### src/rtl/vga_vram_scanner.sv
// Purpose : VGA raster controller scanning three 1-bit VRAMs (R/G/B), with each VRAM pixel
//           upscaled SCALE x SCALE on screen, and driving 4-bit-per-colour VGA pins.
// Latency : pixel (h,v) reaches vga_* exactly 2 clks after the counters enter (h,v),
//           with 1 clk for the BRAM read and 1 clk for the output register.
// Backpressure: none. This is a free-running raster that never stalls.
// Ports:
//   clk, reset (async active-low)           clock and reset
//   vram_addr[13:0]                         shared VRAM read address {row[6:0], col[6:0]}
//   vram_red/green/blue                     VRAM data out, valid 1 clk after vram_addr
//   vga_r/g/b[3:0], vga_hsync, vga_vsync    VGA pins (syncs active-low)
//   frame_start                             1-clk pulse when the raster wraps to (0,0)
module vga_vram_scanner #(
  parameter int PIX_DIV  = 4,
  parameter int H_ACTIVE = 640,
  parameter int H_FP     = 16,
  parameter int H_SYNC   = 96,
  parameter int H_BP     = 48,
  parameter int V_ACTIVE = 480,
  parameter int V_FP     = 10,
  parameter int V_SYNC   = 2,
  parameter int V_BP     = 33,
  parameter int SCALE    = 5
) (
  input  logic        clk,
  input  logic        reset,
  output logic [13:0] vram_addr,
  input  logic        vram_red,
  input  logic        vram_green,
  input  logic        vram_blue,
  output logic [3:0]  vga_r,
  output logic [3:0]  vga_g,
  output logic [3:0]  vga_b,
  output logic        vga_hsync,
  output logic        vga_vsync,
  output logic        frame_start
);

  localparam int H_TOTAL = H_ACTIVE + H_FP + H_SYNC + H_BP;
  localparam int V_TOTAL = V_ACTIVE + V_FP + V_SYNC + V_BP;
  localparam int DW      = $clog2(PIX_DIV);
  localparam int HW      = $clog2(H_TOTAL);
  localparam int VW      = $clog2(V_TOTAL);
  localparam int SW      = (SCALE > 1) ? $clog2(SCALE) : 1;

  localparam logic [DW-1:0] DIV_LAST   = DW'(PIX_DIV - 1);
  localparam logic [HW-1:0] H_LAST     = HW'(H_TOTAL - 1);
  localparam logic [VW-1:0] V_LAST     = VW'(V_TOTAL - 1);
  localparam logic [HW-1:0] H_ACT      = HW'(H_ACTIVE);
  localparam logic [VW-1:0] V_ACT      = VW'(V_ACTIVE);
  localparam logic [HW-1:0] H_ACT_LAST = HW'(H_ACTIVE - 1);
  localparam logic [VW-1:0] V_ACT_LAST = VW'(V_ACTIVE - 1);
  localparam logic [HW-1:0] HS_FIRST   = HW'(H_ACTIVE + H_FP);
  localparam logic [HW-1:0] HS_LAST    = HW'(H_ACTIVE + H_FP + H_SYNC - 1);
  localparam logic [VW-1:0] VS_FIRST   = VW'(V_ACTIVE + V_FP);
  localparam logic [VW-1:0] VS_LAST    = VW'(V_ACTIVE + V_FP + V_SYNC - 1);
  localparam logic [SW-1:0] SUB_LAST   = SW'(SCALE - 1);

  // Raster state (stage E0)
  logic [DW-1:0] div_q,  div_d;
  logic [HW-1:0] h_q,    h_d;
  logic [VW-1:0] v_q,    v_d;
  logic [SW-1:0] csub_q, csub_d;
  logic [6:0]    col_q,  col_d;
  logic [SW-1:0] rsub_q, rsub_d;
  logic [6:0]    row_q,  row_d;
  logic [13:0]   addr_q, addr_d;
  logic          fs_q,   fs_d;

  // Timing delay stage aligned with the BRAM read (stage E1)
  logic          act1_q, hs1_q, vs1_q;

  // Output registers (stage E2)
  logic [3:0]    r_q, g_q, b_q;
  logic          hsync_q, vsync_q;

  logic pix_tick;
  logic h_wrap, v_wrap;
  logic act_now, hs_now, vs_now;

  assign pix_tick = (div_q == DIV_LAST);
  assign h_wrap   = (h_q == H_LAST);
  assign v_wrap   = (v_q == V_LAST);

  // Classification of the position the counters currently hold; this feeds stage E1.
  assign act_now  = (h_q < H_ACT) && (v_q < V_ACT);
  assign hs_now   = !((h_q >= HS_FIRST) && (h_q <= HS_LAST));
  assign vs_now   = !((v_q >= VS_FIRST) && (v_q <= VS_LAST));

  always_comb begin
    div_d  = pix_tick ? '0 : div_q + 1'b1;
    h_d    = h_q;
    v_d    = v_q;
    csub_d = csub_q;
    col_d  = col_q;
    rsub_d = rsub_q;
    row_d  = row_q;
    addr_d = addr_q;
    fs_d   = 1'b0;

    if (pix_tick) begin
      h_d  = h_wrap ? '0 : h_q + 1'b1;
      fs_d = h_wrap && v_wrap;
      if (h_wrap) begin
        v_d = v_wrap ? '0 : v_q + 1'b1;
      end

      // Column scaler: advance only when moving between two visible pixels
      // of a visible line, so col freezes on the last column through blanking.
      if (h_wrap) begin
        csub_d = '0;
        col_d  = '0;
      end else if ((h_q < H_ACT_LAST) && (v_q < V_ACT)) begin
        if (csub_q == SUB_LAST) begin
          csub_d = '0;
          col_d  = col_q + 7'd1;
        end else begin
          csub_d = csub_q + 1'b1;
        end
      end

      // Row scaler: same scheme, stepped at line ends between visible lines.
      if (h_wrap) begin
        if (v_wrap) begin
          rsub_d = '0;
          row_d  = '0;
        end else if (v_q < V_ACT_LAST) begin
          if (rsub_q == SUB_LAST) begin
            rsub_d = '0;
            row_d  = row_q + 7'd1;
          end else begin
            rsub_d = rsub_q + 1'b1;
          end
        end
      end

      // The address follows the new position only if that position is
      // visible. Otherwise it holds the last visible pixel's address.
      if ((h_d < H_ACT) && (v_d < V_ACT)) begin
        addr_d = {row_d, col_d};
      end
    end
  end

  always_ff @(posedge clk or negedge reset) begin
    if (!reset) begin
      div_q   <= '0;
      h_q     <= '0;
      v_q     <= '0;
      csub_q  <= '0;
      col_q   <= '0;
      rsub_q  <= '0;
      row_q   <= '0;
      addr_q  <= '0;
      fs_q    <= 1'b0;
      act1_q  <= 1'b0;
      hs1_q   <= 1'b1;
      vs1_q   <= 1'b1;
      r_q     <= 4'h0;
      g_q     <= 4'h0;
      b_q     <= 4'h0;
      hsync_q <= 1'b1;
      vsync_q <= 1'b1;
    end else begin
      div_q   <= div_d;
      h_q     <= h_d;
      v_q     <= v_d;
      csub_q  <= csub_d;
      col_q   <= col_d;
      rsub_q  <= rsub_d;
      row_q   <= row_d;
      addr_q  <= addr_d;
      fs_q    <= fs_d;
      // E1: the BRAM is reading addr_q now, so delay the timing signals one clk to match.
      act1_q  <= act_now;
      hs1_q   <= hs_now;
      vs1_q   <= vs_now;
      // E2: VRAM data belongs to the position captured in stage 1.
      r_q     <= act1_q ? {4{vram_red}}   : 4'h0;
      g_q     <= act1_q ? {4{vram_green}} : 4'h0;
      b_q     <= act1_q ? {4{vram_blue}}  : 4'h0;
      hsync_q <= hs1_q;
      vsync_q <= vs1_q;
    end
  end

  assign vram_addr   = addr_q;
  assign vga_r       = r_q;
  assign vga_g       = g_q;
  assign vga_b       = b_q;
  assign vga_hsync   = hsync_q;
  assign vga_vsync   = vsync_q;
  assign frame_start = fs_q;

endmodule

### config.mk
export PLATFORM = sky130hd
export DESIGN_NAME = vga_vram_scanner
export DESIGN_NICKNAME = d
export VERILOG_FILES = /design/src/rtl/vga_vram_scanner.sv
export SDC_FILE = /design/constraint.sdc
export NUM_CORES = 1
export LEC_CHECK = 0
export BUFFER_PORTS_ARGS = -buffer_cell sky130_fd_sc_hd__clkbuf_2
export CAP_MARGIN = 40
export CORE_ASPECT_RATIO = 1.75
export CORE_MARGIN = 2
export CORE_UTILIZATION = 58
export DETAILED_ROUTE_END_ITERATION = 10
export PLACE_DENSITY_LB_ADDON = 0.12
export SYNTH_ARGS = -nofsm -noshare
export SYNTH_HDL_FRONTEND = slang
export SYNTH_SLANG_ARGS = --single-unit
### constraint.sdc
create_clock -name clk -period 4.8 [get_ports clk]
set_input_delay 0 -clock clk [delete_from_list [all_inputs] [get_ports clk]]
set_output_delay 0 -clock clk [all_outputs]
set_load 0.05 [all_outputs]
After elaboration in Yosys (flattened, before gate mapping)

Cells that the tools add are included.

Bits in registers: 74
Input port bits: 5
Output and inout port bits: 29
Logic and storage cells: 74

$add $sub $neg: 7
Order comparisons: 10
Eq/ne operators: 5
Muxes and demuxes: 22
Reduce and logical (&&, ||, !) cells: 13

Operators with widths:

| operator                                                        | count |
|---|---|
| 2-to-1 mux 7 bit                                                | 7 |
| 2-to-1 mux 10 bit                                               | 4 |
| less-than comparator 10 bit, second input constant              | 3 |
| less-than comparator 10 x 9 -> 1 bit, second input constant     | 3 |
| adder 10 x 1 -> 10 bit, second input constant                   | 2 |
| == test 10 bit, second input constant                           | 2 |
| 2-to-1 mux 3 bit                                                | 6 |
| adder 7 x 1 -> 7 bit, second input constant                     | 2 |
| 2-to-1 mux 4 bit                                                | 3 |
| >= comparator 10 bit, second input constant                     | 1 |
| >= comparator 10 x 9 -> 1 bit, second input constant            | 1 |
| less-or-equal comparator 10 bit, second input constant          | 1 |
| less-or-equal comparator 10 x 9 -> 1 bit, second input constant | 1 |
| adder 3 x 1 -> 3 bit, second input constant                     | 2 |
| == test 3 bit, second input constant                            | 2 |
| logical AND 1 bit                                               | 6 |
| AND reduction 2 bit                                             | 2 |
| nonzero test 2 bit                                              | 2 |
| AND reduction 3 bit                                             | 1 |
| adder 2 x 1 -> 2 bit, second input constant                     | 1 |
| == test 2 bit, second input constant                            | 1 |
| zero test 1 bit                                                 | 2 |
| 2-to-1 mux 2 bit                                                | 1 |
| 2-to-1 mux 1 bit                                                | 1 |

Depth between registers and ports, before layout

Gate-level depths: netlist of run 1.

Word-level depth: 7
Mapped depth: 9
Mapped depth without buffers: 8

Least setup slack after synthesis of run 1

OpenSTA, ideal clock, no wires.

Kind: register to register
From: reg v_q[0]
To: reg row_q[6]
Setup time: 0.065 ns
Arrival time: 2.096 ns
Data required time: 4.735 ns
Slack: 2.640 ns
Cell stages (with the launch flop): 8
Path buffers: 0
Period minus slack after synthesis: 2.160 ns
Cell sequence: dfrtp_1 ha_1 a41o_1 a211oi_4 nand2_1 or3_1 a21oi_1 mux2_2

Word-level cells in the longest chain between the ends: 4
Elaborated cells on any way between the ends: 5
Those cells by class: order compare (1); eq/ne (1); mux (3)

RTL lines:

| element                              | line | RTL |
|---|---|---|
| start, declared                      | 61   | `logic [VW-1:0] v_q, v_d;` |
| start signal, assigned               | 166  | `v_q <= v_d;` |
| less-than comparator 10 x 9 -> 1 bit | 126  | `end else if (v_q < V_ACT_LAST) begin` |
| 2-to-1 mux 7 bit                     | 126  |  |
| 2-to-1 mux 7 bit *                   | 123  | `if (v_wrap) begin` |
| 2-to-1 mux 7 bit *                   | 122  | `if (h_wrap) begin` |
| end signal, assigned                 | 170  | `row_q <= row_d;` |
| end, declared                        | 65   | `logic [6:0] row_q, row_d;` |

Every way passes the cells marked *; elsewhere a longest branch is shown, timed or not.
A chain may end at the register's enable or synchronous reset.

Worst setup path after layout of run 1

From: reg h_q[0]
To: reg addr_q[1], in the netlist vram_addr[1]

Word-level cells in the longest chain between the ends: 6
Elaborated cells on any way between the ends: 13
Those cells by class: add/sub (1); order compare (3); eq/ne (1); mux (5); reduce/logical (3)

RTL lines:

| element                                                                        | line | RTL |
|---|---|---|
| start, declared                                                                | 60   | `logic [HW-1:0] h_q, h_d;` |
| start signal, assigned                                                         | 147  | `h_q <= '0;` |
| start signal, assigned                                                         | 165  | `h_q <= h_d;` |
| parallel branches: the longest is 6 deep, another holds adder 10 x 1 -> 10 bit | -    |  |
| end signal, assigned                                                           | 171  | `addr_q <= addr_d;` |
| end, declared                                                                  | 66   | `logic [13:0] addr_q, addr_d;` |

Several ways; the timed one is not identified. The select of a mux whose other input is x is not followed.

==> results of run 1 <==
-- metrics by stage --
step / util, % / instance area, um^2 / worst slack [ns] / hold slack (ns) / power [mW]
2_1_floorplan: - / 3625 / 2.640 / -0.2956 / 0.5860
3_3_place_gp: 60.44 / 3707 / 2.103 / 0.2192 / 0.5979
3_5_place_dp: 60.44 / 3707 / 1.967 / 0.2137 / 0.5980
4_1_cts: 65.22 / 4000 / 1.961 / 0.3587 / 1.188
5_1_grt: 65.22 / 4000 / 1.799 / 0.3607 / 1.209
6_report: 65.22 / 4000 / 1.978 / 0.3357 / 1.173
-- cells in the mapped netlist (2+ instances only) --
cell type	n
a211o_1	2
a21o_1	2
a21oi_1	13
a22o_1	3
and2_1	5
and3_1	3
and4_1	3
buf_2	4
buf_4	12
buf_6	6
clkbuf_1	3
dfrtp_1	61
dfstp_2	4
ha_1	12
inv_1	10
mux2_2	13
mux2_4	10
mux2i_1	5
nand2_1	42
nand2b_1	2
nand3_1	19
nand3b_1	2
nand4_1	12
nand4_2	2
nand4b_1	3
nor2_1	19
nor2_2	2
nor2b_1	2
nor3_1	6
nor4b_1	3
o21ai_0	25
o31ai_1	5
o41ai_1	2
or3_1	2
xnor2_1	8
xor2_1	7
-- report_power, final --
part / internal [mW] / switching, mW
logic: 0.00769 / 0.0315
registers: 0.549 / 0.00110
clock network: 0.360 / 0.223
-- area by class of cell --
cell class	count	area share [%]
Clock inverter	6	2.878
Sequential cell	65	40.79
Multi-Input combinational cell	252	43.95
Clock buffer	10	3.441
Inverter	10	0.9384
Timing Repair Buffer	39	5.505
Tap cell	80	2.502
-- registers in the layout, summed over array words and instances, names as in the netlist, 2 cells and up --
register	cells
h_q	10
col_q	7
v_q	10
rsub_q	3
div_q	2
row_q	7
csub_q	3
vram_addr	14
-- routing by layer --
| layer | track usage, % | part of all wire, % | wire (um) | vias up |
|---|---|---|---|---|
| met5 | 0 | 0 | 0 | - |
| met4 | 13.98 | 3.8 | 276 | 0 |
| met3 | 5.619 | 3.7 | 271 | 21 |
| met2 | 40.68 | 51 | 3771 | 80 |
| met1 | 26.05 | 41 | 3034 | 1291 |
| li1 | - | - | - | 1296 |
-- worst paths after layout --
path / slack [ns] / end / cells after the start / start
min in group clk: 0.36 / vga_hsync / 0 / hs1_q
worst max-delay path: 1.98 / vram_addr[1] / 7 / h_q[0]
max in group asynchronous: 3.94 / col_q[4] / 3 / reset
worst max register to register: 1.98 / vram_addr[1] / 7 / h_q[0]
worst min-delay path: 0.34 / v_q[7] / 3 / reset
worst min register to register: 0.36 / vga_hsync / 0 / hs1_q
-- worst max-delay path: stages, from the launching register on --
cell     delay [ns]
dfrtp_1        0.38
ha_1           0.19
and3_1         0.24
and4_1         0.65
a21oi_1        0.14
a211o_1        0.32
nand4_2        0.39
mux2_2         0.40
-- what timing repair did --
action	4_1_cts	5_1_grt
hold endpoints to repair	64	0
endpoints found under the setup margin	0	0
hold buffers	4	0
-- cell families after synthesis --
logic type	Yosys count
simple gates	135
flops	65
compound gates	62
buf+inv	37
mux	28
xor+xnor	15
fa+ha+maj	12
==> results.json, run 1 <==
{
  "crit_path_max_fanout": 19,
  "rsz0062_at_grt": "false",
  "synth_compound_area_share_pct": 11.11,
  "die_area_um2": 6923,
  "ctsHtreeMaxLevel": 3,
  "cts_buffer_depth": 2,
  "yosysUniqueCellTypes": 56,
  "stdcell_count": 462,
  "numPortBuffers": 33,
  "clock.fmax_mhz": 354.3,
  "clock_sinks": 65,
  "drc": 0,
  "wirelength_mm": 7.352,
  "ant_nets": 0,
  "synth_edf_count": 0,
  "first_global_vias": 2741,
  "row_count": 38,
  "slew_headroom_pct": 47.48,
  "multi_input_area_um2": 1758,
  "syn_inst": 354,
  "routedWlPerCell_um": 15.91,
  "cts_resized": 0,
  "finalSetupViolCount": 0,
  "root_buffer": "clkbuf_8",
  "hold_viol": 0,
  "crit_path_start_kind": "flop",
  "synthTopCellsByArea": "dfrtp_1 42%, nand2_1 4.3%, ha_1 4.1%, mux2_4 4.1%, mux2_2 4.0%",
  "hpwl_mm": 5.046,
  "vias": 2688,
  "required_ns": 5.05,
  "drv_cap": 0,
  "syn_to_final_growth_pct": 10.36,
  "nets": 394,
  "grt_max_degree": 66,
  "vias_per_cell": 5.818,
  "powerDensity_nw_per_um2": 293.1,
  "min_period_over_period_pct": 58.80,
  "track_usage_pct": 23.55,
  "num-fill-cells": 485,
  "die_w_um": 63.76,
  "grt_pass1_wl_mm": 12.34,
  "grt_overflow": 0,
  "async_flop_share_pct": 100.0,
  "synth_ff_type": "dfrtp_1",
  "antennaDiodeCount": 0,
  "p_leak_nw": 1.839,
  "path_class": "reg -> reg",
  "drive_gt1_share_pct": 23.04,
  "layout_commonest_cell": "dfrtp_1",
  "antenna_found_initial": 0,
  "period_minus_slack_ns": 2.822,
  "arrival_ns": 3.08,
  "yosys.area_share.adder_pct": 4.142,
  "clk_pin_slew_worst_paths_ns": 0.08,
  "syn_nets": 371,
  "slew_violations": 0,
  "synth_top_family_by_area": "simple AND/OR/NAND/NOR gates",
  "clock_latency_ns": 0.37,
  "cts_setup_buffers": 0,
  "pin_count": 34,
  "initialDrtViolationCount": 152,
  "yosysWarnings": 0,
  "synth-xor-area-share_pct": 3.624,
  "clock_skew_ns": 0.01004,
  "worstMarginPinSlew_ns": 0.7878,
  "numCtsBuffers": 9,
  "initial_core_util_pct": 59.10,
  "drtPass1Iterations": 4,
  "seq_area_frac_synth_pct": 45.01,
  "netlist_area_um2": 3625,
  "muxShareOfSynthArea_pct": 9.562,
  "yosys_register_bits": 65,
  "fin_setup_tns_ns": 0,
  "mostFrequentLayoutCells": "61 x dfrtp_1, 42 x nand2_1, 32 x clkbuf_2",
  "hold_class": "in -> async",
  "seq_area_um2": 1632,
  "status": "complete, no violations",
  "ir_drop_mv": 0.2174,
  "yosysTopAreaCell": "dfrtp_1",
  "coreArea_um2": 6133,
  "syn_area_per_cell_um2": 10.24,
  "cts_tree": "done",
  "die_h_um": 108.6,
  "end_kind": "flop",
  "yosys.area_share.simple_pct": 20.06,
  "synth_top_area_share_pct": 42.11,
  "place_congestion": 0.8852,
  "placedCellCount": 442
}
Power figures use the tool's default switching activity.
==> inputs of run 2 (changes only) <==
--- a/config.mk
+++ b/config.mk
@@ -9,7 +9,7 @@
 export CAP_MARGIN = 40
 export CORE_ASPECT_RATIO = 1.75
 export CORE_MARGIN = 2
-export CORE_UTILIZATION = 58
+export CORE_UTILIZATION = 54
 export DETAILED_ROUTE_END_ITERATION = 10
 export PLACE_DENSITY_LB_ADDON = 0.12
 export SYNTH_ARGS = -nofsm -noshare
==> constraint.sdc (replaced) <==
create_clock -name clk -period 2.5 [get_ports clk]
set_input_delay 0 -clock clk [delete_from_list [all_inputs] [get_ports clk]]
set_output_delay 0 -clock clk [all_outputs]
set_load 0.05 [all_outputs]
==> results.json, run 2 (synthesis gave the netlist of run 1 again) <==
{
  "post-route-util_pct": 63.70,
  "clock_sinks": 65,
  "antennaDiodeCount": 0,
  "drtPass1Iterations": 4,
  "largest_register_ffs": 14,
  "wirelength_mm": 7.470,
  "die_w_um": 65.93,
  "first_global_vias": 2835,
  "seq_area_um2": 1632,
  "routedWlPerCell_um": 15.83,
  "cts_setup_buffers": 0,
  "grt_max_degree": 66,
  "num-fill-cells": 562,
  "end_kind": "flop",
  "placedCellCount": 454,
  "clock.fmax_mhz": 422.1,
  "clock_skew_ns": 0.006022,
  "hpwl_mm": 5.267,
  "vias_per_cell": 5.803,
  "ctsHtreeMaxLevel": 3,
  "fin_setup_tns_ns": 0,
  "mostFrequentLayoutCells": "61 x dfrtp_1, 42 x nand2_1, 32 x clkbuf_2",
  "ir_drop_mv": 0.4218,
  "crit_path_start_kind": "flop",
  "grt_pass1_wl_mm": 12.95,
  "hold_class": "in -> async",
  "track_usage_pct": 22.99,
  "drv_cap": 0,
  "drc": 0,
  "period_minus_slack_ns": 2.369,
  "numPortBuffers": 33,
  "slew_violations": 0,
  "finalSetupViolCount": 0,
  "cts_buffer_depth": 2,
  "crit_path_max_fanout": 9,
  "numCtsBuffers": 9,
  "p_leak_nw": 1.922,
  "place_congestion": 0.8538,
  "status": "complete, no violations",
  "antenna_found_initial": 0,
  "row_count": 39,
  "path_class": "reg -> reg",
  "coreArea_um2": 6490,
  "clock_latency_ns": 0.34,
  "rsz0062_at_grt": "false",
  "required_ns": 2.78,
  "hold_viol": 0,
  "stdcell_count": 472,
  "layout_commonest_cell": "dfrtp_1",
  "cp-startpoint": "v_q[0]",
  "initialDrtViolationCount": 114,
  "slew_headroom_pct": 68.21,
  "clk_pin_slew_worst_paths_ns": 0.05,
  "nets": 404,
  "holdBufCountCts": 4,
  "worstMarginPinSlew_ns": 0.4768,
  "arrival_ns": 2.65,
  "die_h_um": 112.4,
  "root_buffer": "clkbuf_16",
  "reg2reg_from": "v_q[0]",
  "cts_tree": "done",
  "syn_to_final_growth_pct": 14.05,
  "initial_core_util_pct": 55.85,
  "cts_resized": 0,
  "ant_nets": 0,
  "vias": 2739,
  "multi_input_area_um2": 1758,
  "grt_overflow": 0,
  "powerDensity_nw_per_um2": 566.8,
  "die_area_um2": 7409,
  "fin_total_pwr_mw": 2.343,
  "min_period_over_period_pct": 94.76,
  "pin_count": 34,
  "drive_gt1_share_pct": 24.62
}
==> run 2: final cells by class <==
type	count	area share, %
Multi-Input combinational cell	252	42.52
Sequential cell	65	39.47
Timing Repair Buffer	49	7.748
Clock buffer	10	5.781
Tap cell	82	2.482
Clock inverter	4	1.090
Inverter	10	0.9080
==> run 2: worst paths after layout <==
check                      depth (start not counted)         to  slack, ns
max                                                7   row_q[6]       0.13
min reg2reg                                        0  vga_hsync       0.35
min in group clk                                   0  vga_hsync       0.35
max reg2reg                                        7   row_q[6]       0.13
min                                                3  rsub_q[2]       0.22
max in group asynchronous                          3      hs1_q       1.97
==> run 2: metrics by stage <==
stage | setup WS, ns | hold WS (ns) | instance area (um^2)
after detailed placement | 0.1599 | 0.05496 | 3810
after global routing | 0.008438 | 0.2697 | 4134
final | 0.1309 | 0.2228 | 4134
after floorplan | 0.3396 | -0.2956 | 3625
after global placement | 0.2227 | 0.04161 | 3810
after CTS | 0.1462 | 0.2324 | 4134
==> run 2: layer usage <==
metal	GRT usage [%]	up-vias	share of wire (%)
met5	0	-	0
met2	39.87	59	54
met1	24.52	1337	39
met4	13.47	0	3.1
met3	5.711	24	3.5
li1	-	1319	-
==> run 2: critical path, cell delays in order (launching register included) <==
cell and delay (ns):
dfrtp_1 0.45, ha_1 0.25, a41o_1 0.29, a211oi_4 0.42, nand2_1 0.17, or3_1 0.36
a21oi_1 0.20, mux2_2 0.17
==> run 2: power breakdown <==
part	internal [mW]	switching [mW]
Sequential	1.06	0.00221
Combinational	0.0170	0.0612
Clock	0.780	0.426
Total	1.85	0.490
==> inputs of run 3 (changes only) <==
--- a/config.mk
+++ b/config.mk
@@ -9,8 +9,9 @@
 export CAP_MARGIN = 40
 export CORE_ASPECT_RATIO = 1.75
 export CORE_MARGIN = 2
-export CORE_UTILIZATION = 54
+export CORE_UTILIZATION = 58
 export DETAILED_ROUTE_END_ITERATION = 10
+export GPL_ROUTABILITY_DRIVEN = 0
 export PLACE_DENSITY_LB_ADDON = 0.12
 export SYNTH_ARGS = -nofsm -noshare
 export SYNTH_HDL_FRONTEND = slang
==> constraint.sdc (replaced) <==
create_clock -name clk -period 2.7 [get_ports clk]
set_input_delay 0 -clock clk [delete_from_list [all_inputs] [get_ports clk]]
set_output_delay 0 -clock clk [all_outputs]
set_load 0.05 [all_outputs]
==> results.json, run 3 (synthesis gave the netlist of run 1 again) <==
{
  "status": "complete, no violations",
  "die_area_um2": 6923,
  "ctsHtreeMaxLevel": 3,
  "drc": 0,
  "slowest_stage": "dfrtp_1",
  "powerDensity_nw_per_um2": 450.4,
  "numPortBuffers": 33,
  "first_global_vias": 2737,
  "vias": 2723,
  "worst-path-buf-inv": 0,
  "r2r_setup_slack_ns": 0.29,
  "hold_viol": 0,
  "arrival_ns": 2.71,
  "min_period_over_period_pct": 89.28,
  "grt_pass1_wl_mm": 12.77,
  "numCtsBuffers": 9,
  "drive_gt1_share_pct": 24.62,
  "fin_setup_tns_ns": 0,
  "wl_met3_um": 268,
  "cp-endpoint": "row_q[6]",
  "cp-startpoint": "v_q[0]",
  "initialDrtViolationCount": 133,
  "layout_commonest_cell": "dfrtp_1",
  "routedWlPerCell_um": 15.64,
  "cp_top_family": "compound AO/OA/AOI/OAI gates",
  "reg2reg_from": "v_q[0]",
  "largest_register_ffs": 14,
  "initial_core_util_pct": 59.10,
  "wirelength_mm": 7.353,
  "hold_slack_ns": 0.3556,
  "hpwl_mm": 5.122,
  "cts_buffer_depth": 2,
  "slew_violations": 0,
  "clock.fmax_mhz": 414.9,
  "clock_sinks": 65,
  "clk_pin_slew_worst_paths_ns": 0.07,
  "rsz0062_at_grt": "false",
  "required_ns": 3.00,
  "grt_overflow": 0,
  "die_h_um": 108.6,
  "row_count": 38,
  "nets": 403,
  "mostFrequentLayoutCells": "61 x dfrtp_1, 42 x nand2_1, 32 x clkbuf_2",
  "vias_per_cell": 5.794,
  "crit_path_max_fanout": 9,
  "root_buffer": "clkbuf_8",
  "hold_class": "in -> async",
  "r2r_cells": 7,
  "finalSetupViolCount": 0,
  "slowest_delay_ns": 0.45,
  "coreArea_um2": 6133,
  "grt_max_degree": 66,
  "ant_nets": 0,
  "track_usage_pct": 24.08,
  "drtPass1Iterations": 5,
  "cp_num_cells": 7,
  "slew_headroom_pct": 47.28,
  "routed.top_layer": "met4",
  "critical_path.cell_chain": "ha_1 -> a41o_1 -> a211oi_4 -> nand2_1 -> or3_1 -> a21oi_1 -> mux2_2",
  "cts_setup_buffers": 0,
  "worstReg2RegEnd": "row_q[6]",
  "num-fill-cells": 501,
  "drv_cap": 0,
  "pin_count": 34,
  "crit_path_start_kind": "flop",
  "path_class": "reg -> reg",
  "end_kind": "flop",
  "wl_met1_mm": 2.985,
  "wl_met2_mm": 3.912,
  "antennaDiodeCount": 0,
  "die_w_um": 63.76,
  "clock_skew_ns": 0.01204,
  "clock_latency_ns": 0.36,
  "period_minus_slack_ns": 2.410,
  "p_leak_nw": 1.867,
  "cts_tree": "done",
  "ir_drop_mv": 0.3232,
  "worstMarginPinSlew_ns": 0.7908,
  "syn_to_final_growth_pct": 10.56,
  "antenna_found_initial": 0
}
==> run 3: worst min-delay path by stage <==
stage	startpoint	end	cells after the start
after CTS	vs1_q	vga_vsync	0
after global placement	reset	rsub_q[2]	2
after floorplan	reset	act1_q	0
after detailed placement	vram_red	vga_r[2]	2
after global routing	vs1_q	vga_vsync	0
final	reset	h_q[8]	3
==> run 3: area by class of cell <==
class,count,area (um^2),area share [%]
clock inverters,3,15.01,0.3746
clock buffers,12,165.2,4.121
multi-input cells,252,1758,43.87
well taps,80,100.1,2.498
flip-flops and latches,65,1632,40.71
repair buffers,48,300.3,7.493
inverters,10,37.54,0.9366
==> run 3: metal layers <==
layer | vias up | global-route usage, %
met3 | 12 | 4.475
li1 | 1314 | -
met1 | 1332 | 27.24
met2 | 65 | 41.73
met5 | - | 0
met4 | 0 | 14.44
==> run 3: timing repair <==
action                    CTS  global route
hold buffers                4             0
hold endpoints to repair   64             0
resized for setup           0             0
==> run 3: through the flow <==
step | utilization, % | cells | cell area, um^2 | total power, mW | worst slack [ns]
2_1_floorplan | - | 354 | 3625 | 1.042 | 0.5396
3_5_place_dp | 61.75 | 451 | 3787 | 1.063 | 0.2944
4_1_cts | 65.34 | 470 | 4008 | 1.817 | 0.2815
3_3_place_gp | 61.75 | 451 | 3787 | 1.063 | 0.3792
6_report | 65.34 | 470 | 4008 | 1.805 | 0.2895
5_1_grt | 65.34 | 470 | 4008 | 1.858 | 0.05857
==> run 3: tightest hold or removal path, delay by kind of cell <==
kind,cells,cell delay [ns]
buffers and inverters,3,1.23
==> run 3: where the power goes <==
part	total [mW]	switching (mW)	leakage [nW]	internal (mW)
clock	0.757	0.359	0.0980	0.398
combinational	0.0696	0.0559	0.917	0.0137
sequential	0.978	0.00200	0.852	0.976
